`config.mk`:
```
export PLATFORM = sky130hd
export DESIGN_NAME = ppfifo_pattern_source_flat
export DESIGN_NICKNAME = d
export VERILOG_FILES = /design/src/rtl/ppfifo_pattern_source_pkg.sv /design/src/rtl/ppfifo_pattern_source_if.sv /design/src/rtl/ppfifo_write_arbiter.sv /design/src/rtl/ppfifo_pattern_source.sv /design/src/flat_wrapper.sv
export SDC_FILE = /design/constraint.sdc
export NUM_CORES = 1
export LEC_CHECK = 0
export BUFFER_PORTS_ARGS = -buffer_cell sky130_fd_sc_hd__buf_2
export CELL_PAD_IN_SITES_DETAIL_PLACEMENT = 0
export CELL_PAD_IN_SITES_GLOBAL_PLACEMENT = 2
export CORE_MARGIN = 5
export CORE_UTILIZATION = 33
export CTS_CLUSTER_SIZE = 20
export DETAILED_ROUTE_END_ITERATION = 7
export GPL_TIMING_DRIVEN = 1
export PLACE_DENSITY_LB_ADDON = 0.1
export RECOVER_POWER = 25
export SLEW_MARGIN = 10
export SYNTH_ARGS = -nofsm -noshare
export SYNTH_HDL_FRONTEND = slang
export SYNTH_SLANG_ARGS = --single-unit
```
`constraint.sdc`:
```
create_clock -name clk -period 5.3 [get_ports clk]
set_clock_uncertainty 0.1 [all_clocks]
set_input_delay 1.06 -clock clk [delete_from_list [all_inputs] [get_ports clk]]
set_output_delay 1.06 -clock clk [all_outputs]
set_load 0.02 [all_outputs]
```
`src/rtl/ppfifo_pattern_source_pkg.sv`:
```
// ppfifo_pattern_source_pkg: shared FSM states, buffer-select codes and pattern step
package ppfifo_pattern_source_pkg;
    typedef enum logic [2:0] {IDLE, ACQUIRE, WRITE, RELEASE, FINISH} state_t;
    localparam logic [1:0] PPFIFO_SEL_NONE = 2'b00;
    localparam logic [1:0] PPFIFO_SEL_0 = 2'b01;
    localparam logic [1:0] PPFIFO_SEL_1 = 2'b10;
    // Full 32-bit compare: seeds above the wrap point keep counting up
    function automatic logic [31:0] next_pattern(input logic [31:0] p, input int w);
        return (p == (32'd1 << w) - 32'd1) ? '0 : p + 32'd1;
    endfunction
endpackage

```
`src/rtl/ppfifo_pattern_source_if.sv`:
```
// ppfifo_pattern_source_if: write side of a ping-pong FIFO
interface ppfifo_pattern_source_if;
    logic [1:0] write_ready;
    logic [1:0] write_activate;
    logic [23:0] write_size;
    logic write_strobe;
    logic [31:0] write_data;
    modport master(input write_ready, write_size, output write_activate, write_strobe, write_data);
    modport slave(output write_ready, write_size, input write_activate, write_strobe, write_data);
endinterface

```
`src/rtl/ppfifo_write_arbiter.sv`:
```
// ppfifo_write_arbiter: claims a ready ping-pong buffer and counts words written into it
module ppfifo_write_arbiter
    import ppfifo_pattern_source_pkg::*;
(
    input logic clk,
    input logic rst,
    input logic acquire,
    input logic hold,
    input logic strobe,
    input logic [1:0] ready,
    output logic grant,
    output logic [1:0] activate,
    output logic [23:0] buf_count
);
    assign grant = acquire && activate == PPFIFO_SEL_NONE && ready != 2'b00;
    always_ff @(posedge clk or negedge rst) begin
        if (!rst) begin
            activate <= PPFIFO_SEL_NONE;
            buf_count <= '0;
        end else begin
            activate <= !hold ? PPFIFO_SEL_NONE : grant ? (ready[0] ? PPFIFO_SEL_0 : PPFIFO_SEL_1) : activate;
            buf_count <= grant ? '0 : buf_count + 24'(strobe);
        end
    end
endmodule

```
`src/rtl/ppfifo_pattern_source.sv`:
```
// ppfifo_pattern_source: streams an incrementing pattern into a ping-pong FIFO per start request
module ppfifo_pattern_source
    import ppfifo_pattern_source_pkg::*;
#(
    parameter int WRAP_WIDTH = 8,
    parameter int GAP_CYCLES = 0
) (
    input logic clk,
    input logic rst,
    input logic start,
    input logic [31:0] start_value,
    input logic [23:0] word_count,
    input logic inject_error,
    input logic abort,
    output logic busy,
    output logic done,
    output logic [23:0] words_sent,
    ppfifo_pattern_source_if.master wr
);
    state_t state, state_n;
    logic start_q, launch, grant, strobe, err;
    logic [31:0] pattern;
    logic [23:0] remaining, buf_count;
    logic [15:0] gap;

    assign launch = start && !start_q;
    assign busy = state inside {ACQUIRE, WRITE, RELEASE};
    assign done = state == FINISH;
    assign strobe = state == WRITE && wr.write_activate != PPFIFO_SEL_NONE && buf_count < wr.write_size
                    && remaining != 0 && gap == 0 && !abort;
    assign wr.write_strobe = strobe;
    assign wr.write_data = !strobe ? '0 : (err && words_sent == 24'd1) ? ~pattern : pattern;

    ppfifo_write_arbiter u_arb (
        .clk(clk),
        .rst(rst),
        .acquire(state == ACQUIRE),
        .hold(state_n == WRITE),
        .strobe(strobe),
        .ready(wr.write_ready),
        .grant(grant),
        .activate(wr.write_activate),
        .buf_count(buf_count)
    );

    always_comb begin
        state_n = state;
        case (state)
            IDLE: state_n = launch ? (word_count == 0 ? FINISH : ACQUIRE) : IDLE;
            ACQUIRE: state_n = grant ? WRITE : ACQUIRE;
            WRITE: state_n = (buf_count >= wr.write_size || remaining == 0) ? RELEASE : WRITE;
            RELEASE: state_n = remaining != 0 ? ACQUIRE : FINISH;
            default: state_n = IDLE;
        endcase
        if (abort && busy) state_n = FINISH;
    end

    // start_q resets high so a start held through reset is not seen as an edge
    always_ff @(posedge clk or negedge rst) begin
        if (!rst) begin
            state <= IDLE;
            start_q <= 1'b1;
            pattern <= '0;
            remaining <= '0;
            words_sent <= '0;
            err <= 1'b0;
            gap <= '0;
        end else begin
            state <= state_n;
            start_q <= start;
            if (state == IDLE && launch) begin
                pattern <= start_value;
                remaining <= word_count;
                err <= inject_error;
                words_sent <= '0;
                gap <= '0;
            end else begin
                if (strobe) begin
                    pattern <= next_pattern(pattern, WRAP_WIDTH);
                    remaining <= remaining - 24'd1;
                    words_sent <= words_sent + 24'd1;
                end
                gap <= strobe ? 16'(GAP_CYCLES) : gap - 16'(gap != 0);
            end
        end
    end
endmodule

```
`src/flat_wrapper.sv`:
```
// flat-port wrapper written by rule: the top's interface ports become plain ports
module ppfifo_pattern_source_flat import ppfifo_pattern_source_pkg::*;
#(
    parameter int WRAP_WIDTH = 8,
    parameter int GAP_CYCLES = 0
)
  (clk, rst, start, start_value, word_count, inject_error, abort, busy, done, words_sent, wr_write_ready, wr_write_size, wr_write_activate, wr_write_strobe, wr_write_data);
  ppfifo_pattern_source_if wr_i ();
  input logic clk;
  input logic rst;
  input logic start;
  input logic [31:0] start_value;
  input logic [23:0] word_count;
  input logic inject_error;
  input logic abort;
  output logic busy;
  output logic done;
  output logic [23:0] words_sent;
  input wire logic [$bits(wr_i.write_ready)-1:0] wr_write_ready;
  input wire logic [$bits(wr_i.write_size)-1:0] wr_write_size;
  output wire logic [$bits(wr_i.write_activate)-1:0] wr_write_activate;
  output wire logic [$bits(wr_i.write_strobe)-1:0] wr_write_strobe;
  output wire logic [$bits(wr_i.write_data)-1:0] wr_write_data;
  assign wr_i.write_ready = wr_write_ready;
  assign wr_i.write_size = wr_write_size;
  assign wr_write_activate = wr_i.write_activate;
  assign wr_write_strobe = wr_i.write_strobe;
  assign wr_write_data = wr_i.write_data;
  ppfifo_pattern_source #(.WRAP_WIDTH(WRAP_WIDTH), .GAP_CYCLES(GAP_CYCLES)) u_core (.clk(clk), .rst(rst), .start(start), .start_value(start_value), .word_count(word_count), .inject_error(inject_error), .abort(abort), .busy(busy), .done(done), .words_sent(words_sent), .wr(wr_i));
endmodule
```
## Word-level counts from Yosys, hierarchy flattened

Cells that the tools add are included.

- Register bits after elaboration: 127
- Output and inout bits: 61
- Logic and storage cells: 72

- Add/subtract/negate cells: 5
- Magnitude comparators: 2
- Eq/ne operators: 8
- Muxes and demuxes: 22
- Bitwise gates (word level): 1
- Reduce and logical (&&, ||, !) cells: 25

Operator list:

| operator | number |
|---|---|
| two-way mux 32 bit | 5 |
| two-way mux 24 bit | 5 |
| zero test 24 bit | 2 |
| adder 32 x 1 -> 32 bit, second input constant | 1 |
| == test 32 x 8 -> 1 bit, second input constant | 1 |
| two-way mux 16 bit | 2 |
| NOT 32 bit | 1 |
| adder 24 x 1 -> 24 bit | 1 |
| adder 24 x 1 -> 24 bit, second input constant | 1 |
| == test 24 x 1 -> 1 bit, second input constant | 1 |
| >= comparator 24 bit | 1 |
| less-than comparator 24 bit | 1 |
| nonzero test 24 bit | 1 |
| subtractor 24 x 1 -> 24 bit, second input constant | 1 |
| zero test 16 bit | 1 |
| nonzero test 16 bit | 1 |
| subtractor 16 x 1 -> 16 bit | 1 |
| two-way mux 3 bit | 4 |
| case mux 3 bit (4 select lines) | 1 |
| logical AND 1 bit | 11 |
| == test 3 x 2 -> 1 bit, second input constant | 3 |
| two-way mux 2 bit | 4 |
| nonzero test 2 bit | 3 |
| == test 3 x 1 -> 1 bit, second input constant | 1 |
| 8 further kinds | 9 |

## Depth between registers and ports, before layout

Gate-level depths: netlist of the first run.

- Word-level depth: 8
- Mapped depth: 18
- Gate-level depth less buffers: 15

## Cells and area by module

Synthesis of the first run repeated with hierarchy kept, for this count alone.

- Cell total of the unflattened synthesis: 1029
- Area, all modules: 8480.6 µm²

Modules (own cells, without submodules):

| module | instances | cells an instance | area each (µm²) | sequential area each (µm²) |
|---|---|---|---|---|
| ppfifo_pattern_source | 1 | 895 | 7168.1 | 2528.7 |
| ppfifo_write_arbiter | 1 | 134 | 1312.5 | 650.6 |

## Worst setup path before layout of the first run

No wires, ideal clock.

- Path kind: input -> output
- Start: in wr_write_size[22]
- End: out wr_write_data[10]
- Data arrival time: 3698 ps
- Slack: 442 ps
- Stages on the path: 12
- Buffers on the path: 4
- Path through: inv_1 > ha_1 > nand4_1 > nor2_1 > a221oi_1 > o211ai_1 > or4b_1 > buf_2 > clkbuf_1 > clkbuf_1 > buf_1 > nor2_1

- Cells in the longest elaborated chain, start to end: 6

RTL lines:

| item | line | text |
|---|---|---|
| start: declaration | flat_wrapper.sv:20 | `input wire logic [$bits(wr_i.write_size)-1:0] wr_write_size;` |
| less-than comparator 24 bit | ppfifo_pattern_source.sv:29 | `assign strobe = state == WRITE && wr.write_activate != PPFIFO_SEL_NONE && buf_count < wr.write_size` |
| logical AND 1 bit | ppfifo_pattern_source.sv:29 |  |
| logical AND 1 bit (3 in series) | ppfifo_pattern_source.sv:30 | `&& remaining != 0 && gap == 0 && !abort;` |
| two-way mux 32 bit | ppfifo_pattern_source.sv:32 | `assign wr.write_data = !strobe ? '0 : (err && words_sent == 24'd1) ? ~pattern : pattern;` |
| end: declaration | flat_wrapper.sv:23 | `output wire logic [$bits(wr_i.write_data)-1:0] wr_write_data;` |

Every way passes these cells.

## Final worst setup path of the first run

- Start: reg u_core.gap[5]
- End: out wr_write_data[13]

- Cells in the longest elaborated chain, start to end: 4

RTL lines:

| item | line | text |
|---|---|---|
| start: declaration | ppfifo_pattern_source.sv:24 | `logic [15:0] gap;` |
| start signal: assignment | ppfifo_pattern_source.sv:83 | `gap <= strobe ? 16'(GAP_CYCLES) : gap - 16'(gap != 0);` |
| zero test 16 bit | ppfifo_pattern_source.sv:30 |  |
| logical AND 1 bit (2 in series) | ppfifo_pattern_source.sv:30 |  |
| two-way mux 32 bit | ppfifo_pattern_source.sv:32 |  |

Every way passes these cells.

==> flow_results.org, run 1 <==
** Layout
- Summing all multi-input logic gate instances after layout gives about 4800 um^2.
- In the layout the commonest cells are 145 x sky130_fd_sc_hd__buf_2, 137 x sky130_fd_sc_hd__nor2_1, 126 x sky130_fd_sc_hd__dfrtp_1.
- Filler-free cell count of the finished design :: 1479
- The repair_antennas step left the layout with diodes totalling 0.
- Core occupancy in the finished layout :: 0.401
- Of the cells placed in the final design, the portion with a size suffix greater than 1 is 0.187.
- Final net count :: roughly 1300
- Leading cell type in the layout, fill and taps excluded :: sky130_fd_sc_hd__buf_2
- Count of fill cells added during filler insertion :: roughly 2600
- Compared with the post-synthesis result, the final layout area differs by 20.1%.
- In the final layout, flip-flops and latches occupy 3180 um^2.

** Place
- Once detailed placement completed, the half-perimeter wirelength came to 18100 um.
- PortBufs :: 147
- The congestion estimate from routability-driven global placement came to 0.757.
- After detailed placement, the design holds a cell count of roughly 1400.

** Setup path
- At the worst endpoint, the required time is about 4.1 ns.
- Type of destination of the critical path :: output pin
- STA classifies the critical path startpoint as a flop.
- Category of the critical setup timing path :: reg -> out
- Highest net fanout along the worst path :: roughly 90
- Arrival time at the worst endpoint :: 3.76 ns

** Clock network
- At the later pin of the worst-skew pair, clock insertion delay measures around 0.42 ns.
- For this design, the sink count on the clock tree is 127.
- Hold repair after CTS inserted 0 buffers.
- TritonCTS built the clock tree.
- In this run, CTS created clock tree buffers numbering 17.
- Worst-case clock buffer depth :: 2
- After clock tree synthesis, the clock-pin slew on the worst setup and hold paths is around 0.060 ns.
- The H-tree generated during clock tree synthesis spans 4 levels.
- Clock root cell :: sky130_fd_sc_hd__clkbuf_16

** Floorplanning
- The die covers approximately 29000 um^2.
- Die Y :: 169 um
- The initial utilization of the core area, before any placement, comes to 0.334.
- The region available for standard cell placement spans 25000 um^2.
- After floorplanning, the core was divided into 58 placement rows.
- I/O pins :: 148
- The die is approximately 170 um wide.

** Yosys
- After technology mapping, the gate count stands at ~1000.
- Counting flops with an async set or reset pin after synthesis yields a share of 1.00.
- The most used flip-flop cell after synthesis is sky130_fd_sc_hd__dfrtp_1.
- In this run the cell area of the synthesized design comes to between 8000 and 9000 um^2.
- For this run, the number of Yosys warnings is 0.
- Area share of the largest cell type after synthesis :: 0.377
- In this run, synthesis produced a sequential element count of ~130.
- Mean instance size in the synthesized netlist :: 8.22 um^2
- The biggest area contributor in the post-synthesis netlist is sky130_fd_sc_hd__dfrtp_1.
- Ranking of synthesized cells by area :: sky130_fd_sc_hd__dfrtp_1 38%, sky130_fd_sc_hd__nor2_1 6.2%, sky130_fd_sc_hd__xnor2_1 5.2%
- The number of nets in the synthesized netlist is 1136.
- Counting distinct cell types in the post-synthesis netlist gives 63.
- Proportion of synthesized chip area in sequential cells :: 0.380
- Number of synthesized flops with an enable pin :: 0

** Route
- Count of unresolved DRC violations after routing :: 0
- The count of nets left with antenna violations once routing finished came out at 0.
- The first detailed-routing pass ran for 5 iterations.
- Post-Route WL :: 26400 um
- Dividing the detail-routed wire length by the instance count gives 17.9 um.
- Detailed routing inserted a total of 7908 vias.
- The first routing iteration left 503 violations.
- Number of vias per cell :: 5.35

** STA
- Fin crit period :: 4.92 ns
- Final Hold Vio Count :: 0
- Static timing analysis puts the maximum clock frequency at between 0.2 and 0.25 GHz.
- Setup violations remaining at the end of the flow were counted as 0.
- The worst pin sits at a relative slew slack of -1.37.
- The final max-slew violation count was 60.
- Transition time at the pin with the least slew margin :: 3.55 ns
- After routing, the total negative slack on setup checks comes to 0 ns.
- Setup repair after global routing left no endpoint under its margin.
- Post-route fraction of the period consumed by the critical path :: 0.929

** Power and ir drop
- The share of total power dissipated in the clock network is 0.324.
- Of the total power, the share spent switching nets is 0.367.
- Highest ir drop seen on vdd :: around 160 uV
- Switch Pwr :: 1.42 mW
- Sequential group share of total power :: 0.393
- Cell area power density :: approximately 380 nW/um^2
- Combinational power share :: 0.283
- Cell leakage power :: ~4.5 nW
- Internal power comes to 2.44 mW.

** Run status
- Status :: finished, violations left
- The checks that failed: capacitance limit, slew limit.

** Run
- Max-cap violations in this run came to 1.

** Global routing
- Entering global routing, the biggest net connects 90 pins.
- For this run, the total global-route usage over all layers was measured as 0.182.
- Vias in the first global route :: 7739
- Initial antenna violation count :: 0
- The total overflow left after global routing is 0.
- The first global-routing pass estimated ~42000 um of wire.

** Worst hold path
- The worst hold path belongs to the class reg -> reg.
## path summary, 6_finish.rpt
kind,start,to,slack (ns),cells past startpoint
min reg2reg,u_core.remaining[22]$_DFFE_PN0P_,u_core.remaining[22]$_DFFE_PN0P_,0.40,1
max in group asynchronous,rst,u_core.words_sent[20]$_DFFE_PN0P_,1.35,1
min,u_core.remaining[22]$_DFFE_PN0P_,u_core.remaining[22]$_DFFE_PN0P_,0.40,1
min in group asynchronous,rst,u_core.u_arb.buf_count[11]$_DFF_PN0_,1.73,1
max reg2reg,u_core.gap[5]$_DFF_PN0_,u_core.u_arb.buf_count[22]$_DFF_PN0_,0.76,12
max,u_core.gap[5]$_DFF_PN0_,wr_write_data[13],0.38,8
## timing repair
item                                   4_1_cts  5_1_grt
setup endpoints to repair                    0       32
resized for setup                            0        2
endpoints found under the hold margin        0        0
setup buffers                                0        0
## cell families after synthesis
logic type | Yosys count | synth area share
compound gates | 194 | 0.154
fa+ha+maj | 32 | 0.0479
xor+xnor | 65 | 0.0681
flops | 127 | 0.380
simple gates | 485 | 0.294
mux | 3 | 0.00374
buf+inv | 111 | 0.0515
## critical path: stages, from the launching register on
cell and delay (ns):
sky130_fd_sc_hd__dfrtp_1 0.42, sky130_fd_sc_hd__or4_4 0.58, sky130_fd_sc_hd__or4b_1 0.54, sky130_fd_sc_hd__or4_1 0.50, sky130_fd_sc_hd__nor2_1 0.12, sky130_fd_sc_hd__or4b_4 0.47
sky130_fd_sc_hd__buf_6 0.29, sky130_fd_sc_hd__nor2_1 0.20, sky130_fd_sc_hd__buf_2 0.18
## power by group through the flow
stage	sequential [mW]	combinational, mW	clock [mW]
after floorplan	1.40	0.884	0
after global placement	1.52	1.10	0
after detailed placement	1.52	1.10	0
after CTS	1.51	1.10	1.27
after global routing	1.55	1.24	1.32
final	1.51	1.09	1.25
## state kept, by name (all words and copies together) (netlist names), 2 cells and up
signal / cells
u_core.remaining: 24
u_core.u_arb.buf_count: 24
u_core.words_sent: 24
u_core.state: 3
u_core.gap: 16
u_core.u_arb.activate: 2
u_core.pattern: 32
## final cells by class
| type | count | area share |
|---|---|---|
| multi-input combinational | 779 | 0.476 |
| sequential | 127 | 0.317 |
| timing repair buffer | 165 | 0.0881 |
| clock buffer | 17 | 0.0424 |
| tap | 330 | 0.0411 |
| clock inverter | 15 | 0.0187 |
| inverter | 46 | 0.0172 |
## through the flow
stage	setup slack, ns	power, mW	cell area, um^2	hold WS (ns)
2_1_floorplan	0.442	2.29	8360	0.345
3_3_place_gp	0.585	2.62	9420	0.378
3_5_place_dp	0.529	2.62	9420	0.388
4_1_cts	0.0495	3.88	10000	0.402
5_1_grt	0.203	4.10	10000	0.413
6_report	0.376	3.85	10000	0.400
## synth_stat cells, types with 23 or more instances
master	instances
sky130_fd_sc_hd__a21oi_1	53
sky130_fd_sc_hd__nor4_1	31
sky130_fd_sc_hd__inv_1	44
sky130_fd_sc_hd__clkbuf_1	51
sky130_fd_sc_hd__dfrtp_1	126
sky130_fd_sc_hd__ha_1	32
sky130_fd_sc_hd__a31oi_1	23
sky130_fd_sc_hd__nand3_1	54
sky130_fd_sc_hd__nand2_1	98
sky130_fd_sc_hd__xnor2_1	50
sky130_fd_sc_hd__o31ai_1	23
sky130_fd_sc_hd__o21ai_0	30
sky130_fd_sc_hd__or4_1	33
sky130_fd_sc_hd__nor2_1	138
## layer usage
layer  global-route usage  vias to the layer above  wire length, um
li1                     -                     3937                -
met1                0.255                     3828            12800
met2                0.300                      130            12500
met3               0.0263                       13              810
met4               0.0413                        0              216
met5                    0                        -                0
(Power assumes the default switching activity.)
==> run 2, diff against run 1 <==
--- a/config.mk
+++ b/config.mk
@@ -8,6 +8,7 @@
 export BUFFER_PORTS_ARGS = -buffer_cell sky130_fd_sc_hd__buf_2
 export CELL_PAD_IN_SITES_DETAIL_PLACEMENT = 0
 export CELL_PAD_IN_SITES_GLOBAL_PLACEMENT = 2
+export CORE_ASPECT_RATIO = 0.9
 export CORE_MARGIN = 5
 export CORE_UTILIZATION = 33
 export CTS_CLUSTER_SIZE = 20
==> flow_results.org, run 2 (same netlist as run 1, synthesis figures left out) <==
** Clock network
- Number of sinks on the clock net :: 127 (unchanged)
- Clock slew seen by the registers of the worst setup and hold paths :: 0.06 ns (about the same)
- Worst-case clock buffer depth :: 2 (unchanged)
- The setup fix buffers added after clock tree synthesis is 0 (unchanged).
- The number of buffers inserted by hold repair at cts was 0 (unchanged).
- Quantity of gates resized following cts :: 0 (unchanged)
- The number of H-tree branching levels is 4 (unchanged).
- TritonCTS Buffers :: 17 (unchanged)
- Clock root cell :: sky130_fd_sc_hd__clkbuf_16
- The clock latency on the worst-skew pair was 0.42 ns (about the same).
- TritonCTS clock tree :: done

** Run
- Max cap viols :: 1 (unchanged)

** Route
- The routed wire length was 26700 um (+1.3%).
- The via count was 7925 (+0.21%).
- Count of unresolved DRC violations after routing :: 0 (unchanged)
- The number of iterations in the first detailed-routing pass was 5 (unchanged).
- The routed length per placed instance came to 17.9 um (+0.44%).
- The detailed router's first-iteration violation count was 525 (+4.4%).
- Number of vias per cell :: 5.31 (-0.66%)
- The post-route antenna net violation count was 0 (unchanged).

** STA
- The peak clock frequency supported by timing came to 0.205 GHz (+0.71%).
- Post-route fraction of the period consumed by the critical path :: 0.923 (-0.00656)
- Fin crit period :: 4.89 ns (-0.0348 ns)
- The count of final hold-check violations was 0 (unchanged).
- RSZ-0062 raised after global routing :: false
- The final count of negative-setup-slack endpoints came to 0 (unchanged).
- Transition time at the pin with the least slew margin :: 2.05 ns (-1.51 ns)
- Fin Hold WS :: 0.387 ns (-0.0130 ns)
- The headroom to the max-slew limit came to -0.364 (+1.00).
- The final max-slew violation count was 35 (-42%).
- Setup TNS :: 0 ns (unchanged)

** Power and ir drop
- Cell leakage power :: 4.50 nW (about the same)
- Cell area power density :: 381 nW/um^2 (-0.72%)
- The largest vdd supply drop is 196 uV (+23%).
- Overall Power :: 3.82 mW (-0.72%)

** Setup path
- Highest net fanout along the worst path :: 92 (+3.4%)
- Worst reg-to-reg path cell count :: 12 (unchanged)
- The endpoint arrival time on the critical path is 3.73 ns (-0.03 ns).
- STA classifies the critical path endpoint as an output pin.
- The worst-case register-to-register setup slack is 0.89 ns (+0.13 ns).
- Category of the critical setup timing path :: reg -> out
- The worst setup path is launched from a flop.
- The endpoint identified for the worst register-to-register timing path is u_core.u_arb.buf_count[22]$_DFF_PN0_.
- The startpoint identified for the worst register-to-register timing path is u_core.gap[5]$_DFF_PN0_.
- The required time at the endpoint of the critical path is 4.14 ns (about the same).

** Worst hold path
- The worst hold path begins at u_core.err$_DFFE_PN0P_.
- The worst hold path terminates at u_core.err$_DFFE_PN0P_.
- The number of instances on the worst hold path was 2 (+1).
- Min-Delay Path Class :: reg -> reg

** Floorplanning
- Die Area :: 28600 um^2 (about the same)
- The I/O pin count came to 148 (unchanged).
- Core outline area :: 25000 um^2 (about the same)
- The die height is 161 um (-4.8%).
- The effective utilization at floorplan was 0.334 (about the same).
- The number of core rows is 55 (-5.2%).
- The die width is 178 um (+5.1%).

** Layout
- The final antenna diode count is 0 (unchanged).
- Final net count :: 1257 (+0.16%)
- The number of flip-flops under the largest register name is 32 (unchanged).
- Leading cell type in the layout, fill and taps excluded :: sky130_fd_sc_hd__buf_2
- The fraction of final layout cells with drive strength greater than 1 came to 0.185 (-0.00190).
- Commonest non-fill, non-tap cells in the layout :: 145 x sky130_fd_sc_hd__buf_2, 138 x sky130_fd_sc_hd__nor2_1, 126 x sky130_fd_sc_hd__dfrtp_1
- Register with the highest flop count :: u_core.pattern
- Synth-to-layout area growth :: 20.1% (unchanged)
- Sequential Area :: 3180 um^2 (unchanged)
- Count of fill cells added during filler insertion :: 2645 (+0.23%)
- Area taken by multi-input logic gates :: 4770 um^2 (-0.16%)

** Place
- The detailed placer's ending HPWL is 18500 um (+2.3%).
- The number of port buffers is 147 (unchanged).
- Weighted congestion at the end of routability-driven global placement :: 0.789 (+4.2%)

** Global routing
- Maximum number of pins on one net before global-route repair :: 93 (+3.3%)
- Overall overflow remaining after global route :: 0 (unchanged)
- The wire length of the first global-routing pass is 43000 um (+2.1%).
- Initial antenna violation count :: 1 (+1)
- The overall global routing resource usage came to 0.187 (+0.00455).
- Vias in the first global route :: 7812 (+0.94%)

** Run status
- The flow ran to the end, but the final reports show violations.
- The final reports fail on capacitance limit, slew limit.
-- run 2: layer usage --
metal,part of all wire,vias up,track usage
met5,0,-,0
met4,0.0073,0,0.0362
met3,0.035,19,0.0276
met2,0.45,158,0.291
met1,0.50,3821,0.276
li1,-,3927,-
-- run 2: worst max-delay path, stage by stage, from the launching register on --
cell and delay (ns):
sky130_fd_sc_hd__dfrtp_1 0.42, sky130_fd_sc_hd__or4_4 0.58, sky130_fd_sc_hd__or4b_1 0.51, sky130_fd_sc_hd__or4_1 0.50, sky130_fd_sc_hd__nor2_1 0.13, sky130_fd_sc_hd__or4b_4 0.50, sky130_fd_sc_hd__buf_12 0.21, sky130_fd_sc_hd__nor2_1 0.19
sky130_fd_sc_hd__buf_2 0.18
-- run 2: report_power, final --
group	internal [mW]	switching [mW]	total, mW
clock network	0.759	0.466	1.23
registers	1.20	0.311	1.51
logic	0.489	0.595	1.08
total	2.45	1.37	3.82
-- run 2: how the worst max path moves through the flow --
stage               slack [ns]  cells past startpoint               startpoint                end
detailed placement        0.70                     11        wr_write_size[15]  wr_write_data[21]
finish                    0.41                      8  u_core.gap[5]$_DFF_PN0_  wr_write_data[21]
floorplan                 0.44                     12        wr_write_size[22]  wr_write_data[10]
global route              0.26                      8  u_core.gap[5]$_DFF_PN0_  wr_write_data[24]
CTS                       0.42                      8  u_core.gap[5]$_DFF_PN0_  wr_write_data[21]
global placement          0.74                     11        wr_write_size[22]  wr_write_data[21]
-- run 2: final cells by class --
type,count,share of cell area
Multi-Input combinational cell,779,0.475
Sequential cell,127,0.317
Timing Repair Buffer,167,0.0890
Clock buffer,20,0.0455
Tap cell,342,0.0426
Inverter,46,0.0172
Clock inverter,11,0.0140
-- run 2: metrics by stage --
| step | area [um^2] | setup slack, ns | instances | utilization |
|---|---|---|---|---|
| 6_report | 10000 | 0.411 | 1492 | 0.401 |
| 5_1_grt | 10000 | 0.263 | 1492 | 0.401 |
| 4_1_cts | 10100 | 0.415 | 1492 | 0.401 |
| 3_5_place_dp | 9450 | 0.698 | 1461 | 0.377 |
| 3_3_place_gp | 9450 | 0.741 | 1461 | 0.377 |
| 2_1_floorplan | 8360 | 0.442 | 1017 | - |
==> run 3, diff against run 2 <==
--- a/config.mk
+++ b/config.mk
@@ -14,7 +14,7 @@
 export CTS_CLUSTER_SIZE = 20
 export DETAILED_ROUTE_END_ITERATION = 7
 export GPL_TIMING_DRIVEN = 1
-export PLACE_DENSITY_LB_ADDON = 0.1
+export PLACE_DENSITY = 0.83
 export RECOVER_POWER = 25
 export SLEW_MARGIN = 10
 export SYNTH_ARGS = -nofsm -noshare
==> flow_results.org, run 3 (same netlist as run 1, synthesis figures left out) <==
** Setup path
- Cell type of the slowest stage on the worst timing path :: sky130_fd_sc_hd__or4_1
- Traced cell by cell, the critical path runs through or4_4 > or4b_1 > or4_1 > nor2_1 > or4b_4 > buf_4 > nor2_1 > buf_2.
- The worst setup path is of the reg -> out kind.
- The buffering stage count on the worst path with inverters included was 2 (unchanged).
- The worst setup path is captured at an output pin.
- Arrival time at the worst endpoint :: 3.96 ns (+0.23 ns)
- Counting stages on the worst path, the most repeated cell is sky130_fd_sc_hd__nor2_1.
- Critical path required time :: 4.14 ns (about the same)
- Highest net fanout along the worst path :: 72 (-22%)
- Family with the most delay on the worst path :: simple AND/OR/NAND/NOR gates
- Startpoint types :: flop
- Largest stage delay on the critical path :: 0.61 ns (+0.03 ns)

** Place
- Cell Count Post-Placement :: 1459 (-0.14%)
- Worst setup slack before clock tree synthesis :: 0.560 ns (-0.138 ns)
- Weighted congestion at the end of routability-driven global placement :: 0.787 (-0.24%)
- The number of port buffers was 147 (unchanged).
- The detailed placer's ending HPWL was 17900 um (-3.7%).

** Clock network
- TritonCTS clock tree :: done
- The setup fix buffers added after clock tree synthesis was 0 (unchanged).
- The tree is rooted in a sky130_fd_sc_hd__clkbuf_16.
- Clock slew seen by the registers of the worst setup and hold paths :: 0.06 ns (about the same)
- The maximum number of buffers from clock root to sink came to 2 (unchanged).
- Cts hold-fix bufs :: 0 (unchanged)
- TritonCTS Buffers :: 17 (unchanged)
- Quantity of gates resized following cts :: 0 (unchanged)
- The TritonCTS sink count came to 127 (unchanged).
- The clock latency on the worst-skew pair was 0.42 ns (about the same).
- The number of H-tree branching levels was 4 (unchanged).

** Layout
- Filler-free cell count of the finished design :: 1492 (unchanged)
- The post-layout net count was 1255 (-0.16%).
- Commonest non-fill, non-tap cells in the layout :: 145 x sky130_fd_sc_hd__buf_2, 137 x sky130_fd_sc_hd__nor2_1, 126 x sky130_fd_sc_hd__dfrtp_1
- The number of flip-flops under the largest register name came to 32 (unchanged).
- The fraction of final layout cells with drive strength greater than 1 is 0.186 (+0.00103).
- The final core utilization was 0.399 (-0.00215).
- u_core.pattern holds more flip-flops than any other register.
- Leaving out fill and tap cells, the most frequent cell in the layout is sky130_fd_sc_hd__buf_2.
- Relative to the synthesized area, the layout overhead comes to 19.5%.

** Power and ir drop
- The internal portion of total power is 2.34 mW (-4.7%).
- The share of power burned in registers came to 0.404 (+0.008).
- The largest vdd supply drop is 155 uV (-21%).
- Combinational power share :: 0.291 (+0.007)
- Cell area power density :: 375 nW/um^2 (-1.6%)
- Switch Pwr :: 1.41 mW (+2.4%)
- Sw Share :: 0.376 (+0.0167)
- The cell leakage power is 4.47 nW (-0.61%).
- Relative contribution of the clock network to total power :: 0.305 (-0.016)

** STA
- Setup TNS :: 0 ns (unchanged)
- The final max-slew violation count came to 53 (+51%).
- Worst slew margin relative to its limit :: -1.05 (-0.687)
- Setup repair after global routing left no endpoint under its margin.
- Setup Viol. Count Final :: 0 (unchanged)
- The transition time of the tightest slew-check pin was 3.08 ns (+1.03 ns).
- Final Hold Vio Count :: 0 (unchanged)
- The share of the clock period used by the worst path was 0.967 (+0.0444).
- The smallest hold slack is 0.402 ns (+0.0157 ns).
- Fin crit period :: 5.12 ns (+0.235 ns)
- Achievable clock frequency :: 0.195 GHz (-4.6%)
- Post-layout worst setup margin :: 0.175 ns (-0.235 ns)

** Global routing
- Global-route wire length before repair :: 41400 um (-3.6%)
- Initial antenna violation count :: 1 (unchanged)
- Maximum number of pins on one net before global-route repair :: 77 (-17%)
- Vias in the first global route :: 7603 (-2.7%)
- Overall routing resource usage :: 0.178 (-0.00850)
- The sum of overflow across all layers after global routing was 0 (unchanged).

** Floorplanning
- The standard cell core area is 25000 um^2 (unchanged).
- I/O pins :: 148 (unchanged)
- Initial Utilization :: 0.334 (unchanged)
- The total die area was 28600 um^2 (unchanged).
- Count of standard-cell rows :: 55 (unchanged)
- The die height was 161 um (unchanged).
- The die width was 178 um (unchanged).

** Run status
- The checks that failed: capacitance limit, slew limit.
- Status :: finished, violations left

** Route
- Final ANT Viol Nets :: 0 (unchanged)
- The routed wire length came to 25800 um (-3.7%).
- The vias per cell came to 5.33 (+0.43%).
- The via count was 7959 (+0.43%).
- DRC marker count from the first detailed-route iteration :: 559 (+6.5%)
- The number of iterations in the first detailed-routing pass came to 5 (unchanged).
- Count of unresolved DRC violations after routing :: 0 (unchanged)
- The routed length per placed instance was 17.3 um (-3.7%).

** Worst hold path
- The tightest min-delay check is of the reg -> reg type.

** Run
- Max cap viols :: 1 (unchanged)
==> run 3: area by class of cell <==
cell class	count	area (um^2)
well taps	342	428
multi-input cells	779	4770
fillers	2639	15100
diodes	1	2.50
clock buffers	17	425
flip-flops and latches	127	3180
clock inverters	15	138
inverters	46	173
repair buffers	165	868
==> run 3: per-layer routing <==
layer	up-vias	part of all wire	track usage
li1	3922	-	-
met1	3826	0.50	0.270
met2	192	0.45	0.266
met3	19	0.045	0.0283
met4	0	0.0095	0.0415
met5	-	0	0
==> run 3: worst reg2reg max path, stage by stage (launching register included) <==
cell and delay, ns:
sky130_fd_sc_hd__dfrtp_1 0.42, sky130_fd_sc_hd__or4_4 0.57, sky130_fd_sc_hd__or4b_1 0.52, sky130_fd_sc_hd__or4_1 0.61, sky130_fd_sc_hd__nor2_1 0.15, sky130_fd_sc_hd__or4b_4 0.47, sky130_fd_sc_hd__clkinv_1 0.08, sky130_fd_sc_hd__ha_1 0.22
sky130_fd_sc_hd__ha_1 0.24, sky130_fd_sc_hd__and3_1 0.29, sky130_fd_sc_hd__nand3_1 0.22, sky130_fd_sc_hd__or3_1 0.39, sky130_fd_sc_hd__a21oi_1 0.14
==> run 3: path summary, 6_finish.rpt <==
check,from,to,slack [ns],cells after the start
setup / recovery,u_core.gap[5]$_DFF_PN0_,wr_write_data[2],0.18,8
hold / removal,u_core.err$_DFFE_PN0P_,u_core.err$_DFFE_PN0P_,0.40,2
setup reg to reg,u_core.gap[5]$_DFF_PN0_,u_core.u_arb.buf_count[22]$_DFF_PN0_,0.80,12
hold reg to reg,u_core.err$_DFFE_PN0P_,u_core.err$_DFFE_PN0P_,0.40,2
max in group asynchronous,rst,u_core.pattern[1]$_DFFE_PN0P_,1.02,2
min in group asynchronous,rst,u_core.remaining[21]$_DFFE_PN0P_,1.55,1
==> run 3: power groups by stage <==
stage	clock (mW)	combinational (mW)	sequential [mW]
6_report	1.14	1.09	1.51
3_5_place_dp	0	1.09	1.52
3_3_place_gp	0	1.08	1.52
2_1_floorplan	0	0.884	1.40
5_1_grt	1.21	1.23	1.55
4_1_cts	1.16	1.10	1.51
==> run 3: through the flow <==
stage	power (mW)	area, um^2
6_report	3.74	9990
5_1_grt	3.99	9990
4_1_cts	3.77	10000
3_5_place_dp	2.61	9440
3_3_place_gp	2.60	9440
2_1_floorplan	2.29	8360
